## config.mk

```make
export PLATFORM = sky130hd
export DESIGN_NAME = cpu_dma_bus
export DESIGN_NICKNAME = d
export VERILOG_FILES = /design/src/rtl/nes_pkg.sv /design/src/rtl/cpu_dma_bus.sv
export SDC_FILE = /design/constraint.sdc
export NUM_CORES = 1
export LEC_CHECK = 0
export ABC_CLOCK_PERIOD_IN_PS = 2700
export CAP_MARGIN = 20
export CORE_MARGIN = 3
export CORE_UTILIZATION = 35
export DETAILED_ROUTE_END_ITERATION = 16
export PLACE_DENSITY = 0.71
export SKIP_CTS_REPAIR_TIMING = 1
export SLEW_MARGIN = 10
export SYNTH_ARGS = -nofsm -noshare
export SYNTH_HDL_FRONTEND = slang
export SYNTH_SLANG_ARGS = --single-unit
```

## constraint.sdc

```tcl
create_clock -name clk -period 2.7 [get_ports clk]
set_input_delay 0.27 -clock clk [delete_from_list [all_inputs] [get_ports clk]]
set_output_delay 0.27 -clock clk [all_outputs]
set_load 0.1 [all_outputs]
```

## src/rtl/nes_pkg.sv

```systemverilog
// Shared NES bus definitions: DMA engine states and fixed register addresses.
// Imported by the CPU/DMA bus master mux.
package nes_pkg;

  typedef enum logic [2:0] {
    IDLE,
    HALT,
    ALIGN,
    READ,
    WRITE
  } dma_state_t;

  localparam logic [15:0] OAM_DMA_ADDR = 16'h4014;
  localparam logic [15:0] OAMDATA_ADDR = 16'h2004;

endpackage

```

## src/rtl/cpu_dma_bus.sv

```systemverilog
// Bus master mux between the CPU core and a block-copy DMA engine.
// A CPU write to TRIG_ADDR stalls the CPU and copies one page slice to DEST_ADDR.
module cpu_dma_bus
  import nes_pkg::*;
#(
  parameter int ADDR_W = 16,
  parameter int DATA_W = 8,
  parameter int XFER_LEN = 256,
  parameter logic [ADDR_W-1:0] TRIG_ADDR = OAM_DMA_ADDR,
  parameter logic [ADDR_W-1:0] DEST_ADDR = OAMDATA_ADDR,
  parameter int ALIGN_EN = 1
) (
  input  logic              clk,
  input  logic              reset_l,
  input  logic [ADDR_W-1:0] cpu_addr,
  input  logic [DATA_W-1:0] cpu_dout,
  input  logic              cpu_r_w,
  input  logic [DATA_W-1:0] bus_din,
  output logic [ADDR_W-1:0] addr,
  output logic [DATA_W-1:0] dout,
  output logic              r_w,
  output logic              cpu_rdy,
  output logic              dma_active
);

  localparam int IW = (XFER_LEN > 1) ? $clog2(XFER_LEN) : 1;
  localparam int OW = ADDR_W - DATA_W;
  localparam logic [IW-1:0] LAST = IW'(XFER_LEN - 1);

  dma_state_t        state;
  logic [IW-1:0]     idx;
  logic [DATA_W-1:0] page;
  logic [DATA_W-1:0] latch;
  logic              parity;
  logic              trig;
  logic [ADDR_W-1:0] src;

  assign trig = !cpu_r_w && (cpu_addr == TRIG_ADDR);
  assign src = {page, OW'(idx)};

  always_ff @(posedge clk or negedge reset_l) begin
    if (!reset_l) begin
      state  <= IDLE;
      idx    <= '0;
      page   <= '0;
      latch  <= '0;
      parity <= 1'b0;
    end else begin
      parity <= ~parity;
      unique case (state)
        IDLE: begin
          if (trig) begin
            page  <= cpu_dout;
            state <= HALT;
          end
        end
        HALT: begin
          if ((ALIGN_EN != 0) && parity) state <= ALIGN;
          else                           state <= READ;
        end
        ALIGN: state <= READ;
        READ: begin
          latch <= bus_din;
          state <= WRITE;
        end
        WRITE: begin
          if (idx == LAST) begin
            idx   <= '0;
            state <= IDLE;
          end else begin
            idx   <= idx + 1'b1;
            state <= READ;
          end
        end
        default: state <= IDLE;
      endcase
    end
  end

  // Reset forces a read so nothing is written while the system comes up.
  always_comb begin
    addr = cpu_addr;
    dout = cpu_dout;
    r_w  = cpu_r_w;
    unique case (state)
      IDLE: ;
      HALT, ALIGN: r_w = 1'b1;
      READ: begin
        addr = src;
        r_w  = 1'b1;
      end
      WRITE: begin
        addr = DEST_ADDR;
        dout = latch;
        r_w  = 1'b0;
      end
      default: r_w = 1'b1;
    endcase
    if (!reset_l) r_w = 1'b1;
  end

  assign cpu_rdy    = (state == IDLE);
  assign dma_active = (state != IDLE);

endmodule
```

==> key figures <==
Yosys
  – Number of synthesized flops with an enable pin: 0
  – Post-synth top area share: roughly 47%
  – Top FF cell, synth: dfrtp_1
  – Asr flop ratio synth: 100%
  – Yosys warning count: 0
  – Yosys cell types: 30
  – Register area share after synthesis: 46.6%
  – Syn_nets: 202
  – Commonest cells post-synth: 60 x nand2_1, 28 x dfrtp_1, 14 x a22o_1
  – Cell type with the largest total area after synthesis: dfrtp_1
  – Synth top area cells: dfrtp_1 47%, nand2_1 15%, a22o_1 8.2%
  – Synthesized instance count: 166
  – Synth Cell Area: 1500 µm²
  – Seq cells post-synth: 28
  – Cell with the most instances after synthesis: nand2_1
  – Average cell area after synthesis: 9.05 µm²

Die
  – Die X: 71.5 µm
  – Core area: ~4000 µm²
  – Die ar.: 5120 µm²
  – # rows: 23
  – Ports: 62
  – Die height: 71.5 µm
  – Starting Density: 37.0%

Timing
  – Slew of the pin with the lowest slew margin: 0.569 ns
  – Setup ws final: ~0.51 ns
  – Slew headroom: 62.0%
  – WHS: 0.418 ns
  – Fmax: 456 MHz
  – Max-slew violations: 0
  – Final TNS setup: 0 ns
  – RSZ-0062 raised after global routing: no
  – Hold Vio Cnt, Final: 0
  – Clock Skew: 0.00670 ns
  – Final setup fails: 0
  – Fin crit share: 81.2%
  – Clock period minus worst slack: ~2.2 ns

CTS
  – Clk root buf: clkbuf_8
  – CTS clk-pin slew, worst paths: 0.10 ns
  – CTS H-tree lvls: 1
  – Num CTS Buffers: 3
  – Worst-Skew Late Latency: 0.27 ns
  – CTS tree: built
  – Num Clock Sinks: 28
  – Deepest clock path buffer count: 2

Pwr
  – Power Density: about 370 nW/µm²
  – Leak: around 0.0012 µW
  – Worst vdd ir: 210 µV

Final layout
  – Fraction of layout cells with a size suffix above 1: 19.0%
  – P&R area growth vs syn: 65.4%
  – Nets: 268
  – # diodes: 0
  – Fill count: 328
  – Post-route cell area: 2480 µm²
  – Post-route insts no fill: 281

Flow run
  – Max-Cap Viols: 0

Drt
  – First-pass iteration count of the detailed router: 4
  – DR vias/cell: 5.13
  – Initial drt markers: 66
  – Drt drc: 0
  – Via count: 1,442
  – Post-DRT Antenna Nets: 0
  – Final WL: 4320 µm
  – Drt wl/cell: 15.4 µm

Setup path
  – CP Class: register to output pin
  – CP Data Arrival Time: 1.92 ns
  – Worst reg2reg path depth: 5
  – FF-to-FF setup slack: 0.95 ns
  – R2r startpoint: state[0]
  – Critical Path End Type: output pin
  – CP required: between 2 and 2.5 ns
  – Crit path max fanout: 15
  – Setup crit start kind: register
  – Reg-to-Reg End: page[2]

Place
  – RD Place Congestion: between 0.7 and 0.8
  – Placed Area: roughly 2400 µm²
  – Cells after DPL: 277
  – Setup Slack @ Placement: 0.566 ns
  – DP HPWL: 3380 µm
  – I/O Buffers: 61

Global routing
  – GRT overflow: 0
  – Gr usage total: 17.8%
  – Initial antenna violation count: 0
  – First-pass GRT wire length: around 7000 µm
  – Largest net degree at the start of global routing: 29
  – Number of global-route vias before repair: 1,488

Run status
  – Status: complete, no violations

Hold path
  – Worst Hold Path EP: parity
  – HP Class: register to register
  – Hold_sp: parity
  – Hold depth: 1
critical path, cell delays in order (launching register included):
cell,delay (ns)
dfrtp_1,0.46
nor2_1,0.17
nand2_1,0.36
nand2_1,0.22
o22a_1,0.15
buf_4,0.28
how the worst max path moves through the flow:
stage	start	end	slack (ns)	cells past startpoint
global route	state[0]	addr[13]	0.33	5
global placement	cpu_addr[1]	page[1]	0.61	5
finish	state[0]	addr[13]	0.51	5
detailed placement	cpu_addr[1]	page[2]	0.57	5
floorplan	state[0]	page[0]	0.48	5
CTS	state[0]	addr[13]	0.51	5
cell type report:
class | count | area (µm²) | share of cell area, %
clock buffer | 3 | 41.3 | 1.66
multi-input combinational | 128 | 759 | 30.6
clock inverter | 1 | 30.0 | 1.21
tap | 50 | 62.6 | 2.52
timing repair buffer | 67 | 876 | 35.2
sequential | 28 | 701 | 28.2
inverter | 4 | 15.0 | 0.604
per-layer routing:
metal	vias to the layer above	routed length, µm	GRT usage, %
met5	-	0	0
met4	0	12	3.13
met3	2	198	3.23
met2	36	2140	31.3
met1	700	1970	23.2
li1	704	-	-
logic make-up (layout without fill, tap and decap cells):
family / count (synthesis) / count (layout) / share of synthesized area, %
compound gates: 22 / 22 / 11.6
xor+xnor: 3 / 3 / 1.75
fa+ha+maj: 1 / 1 / 0.833
mux: 8 / 8 / 6.00
simple gates: 94 / 94 / 30.4
buf+inv: 10 / 75 / 2.83
flops: 28 / 28 / 46.6
flip-flops by register name, indices dropped and copies added, names as in the netlist:
| signal | flops |
|---|---|
| page | 8 |
| idx | 8 |
| latch | 8 |
| state | 3 |
| parity | 1 |
power breakdown:
part	total [µW]	leakage (µW)	switching, µW	internal, µW
clock	326	0.0000357	127	198
combinational	156	0.000793	82.0	73.8
sequential	428	0.000349	3.20	425
total	910	0.00118	213	697
through the flow:
stage / utilization [%] / total power [µW]
finish: 61.2 / 910
detailed placement: 59.5 / 594
global route: 61.2 / 949
global placement: 59.5 / 592
floorplan: - / 495
CTS: 61.2 / 918
layout by cell type (no fill, tap or decap):
cell type / n
or3_4: 1
nor2_8: 1
and4_1: 2
nand3_2: 1
o21ai_0: 3
or2_1: 1
inv_1: 2
dfrtp_1: 28
or3_1: 2
clkdlybuf4s50_1: 34
ha_1: 1
nor3b_2: 1
nor2_1: 5
nand3_1: 10
o22a_1: 2
o31ai_1: 1
nand2b_1: 1
a22o_1: 14
nor3_1: 1
a31oi_1: 1
or4b_2: 1
nor4b_1: 3
mux2_1: 8
a21oi_1: 1
nand2_1: 60
inv_2: 2
buf_12: 23
clkbuf_8: 3
buf_4: 10
nand4_1: 3
and3_1: 1
xnor2_1: 3
bufinv_16: 1
Note: power is estimated with default switching activity, not from simulation.
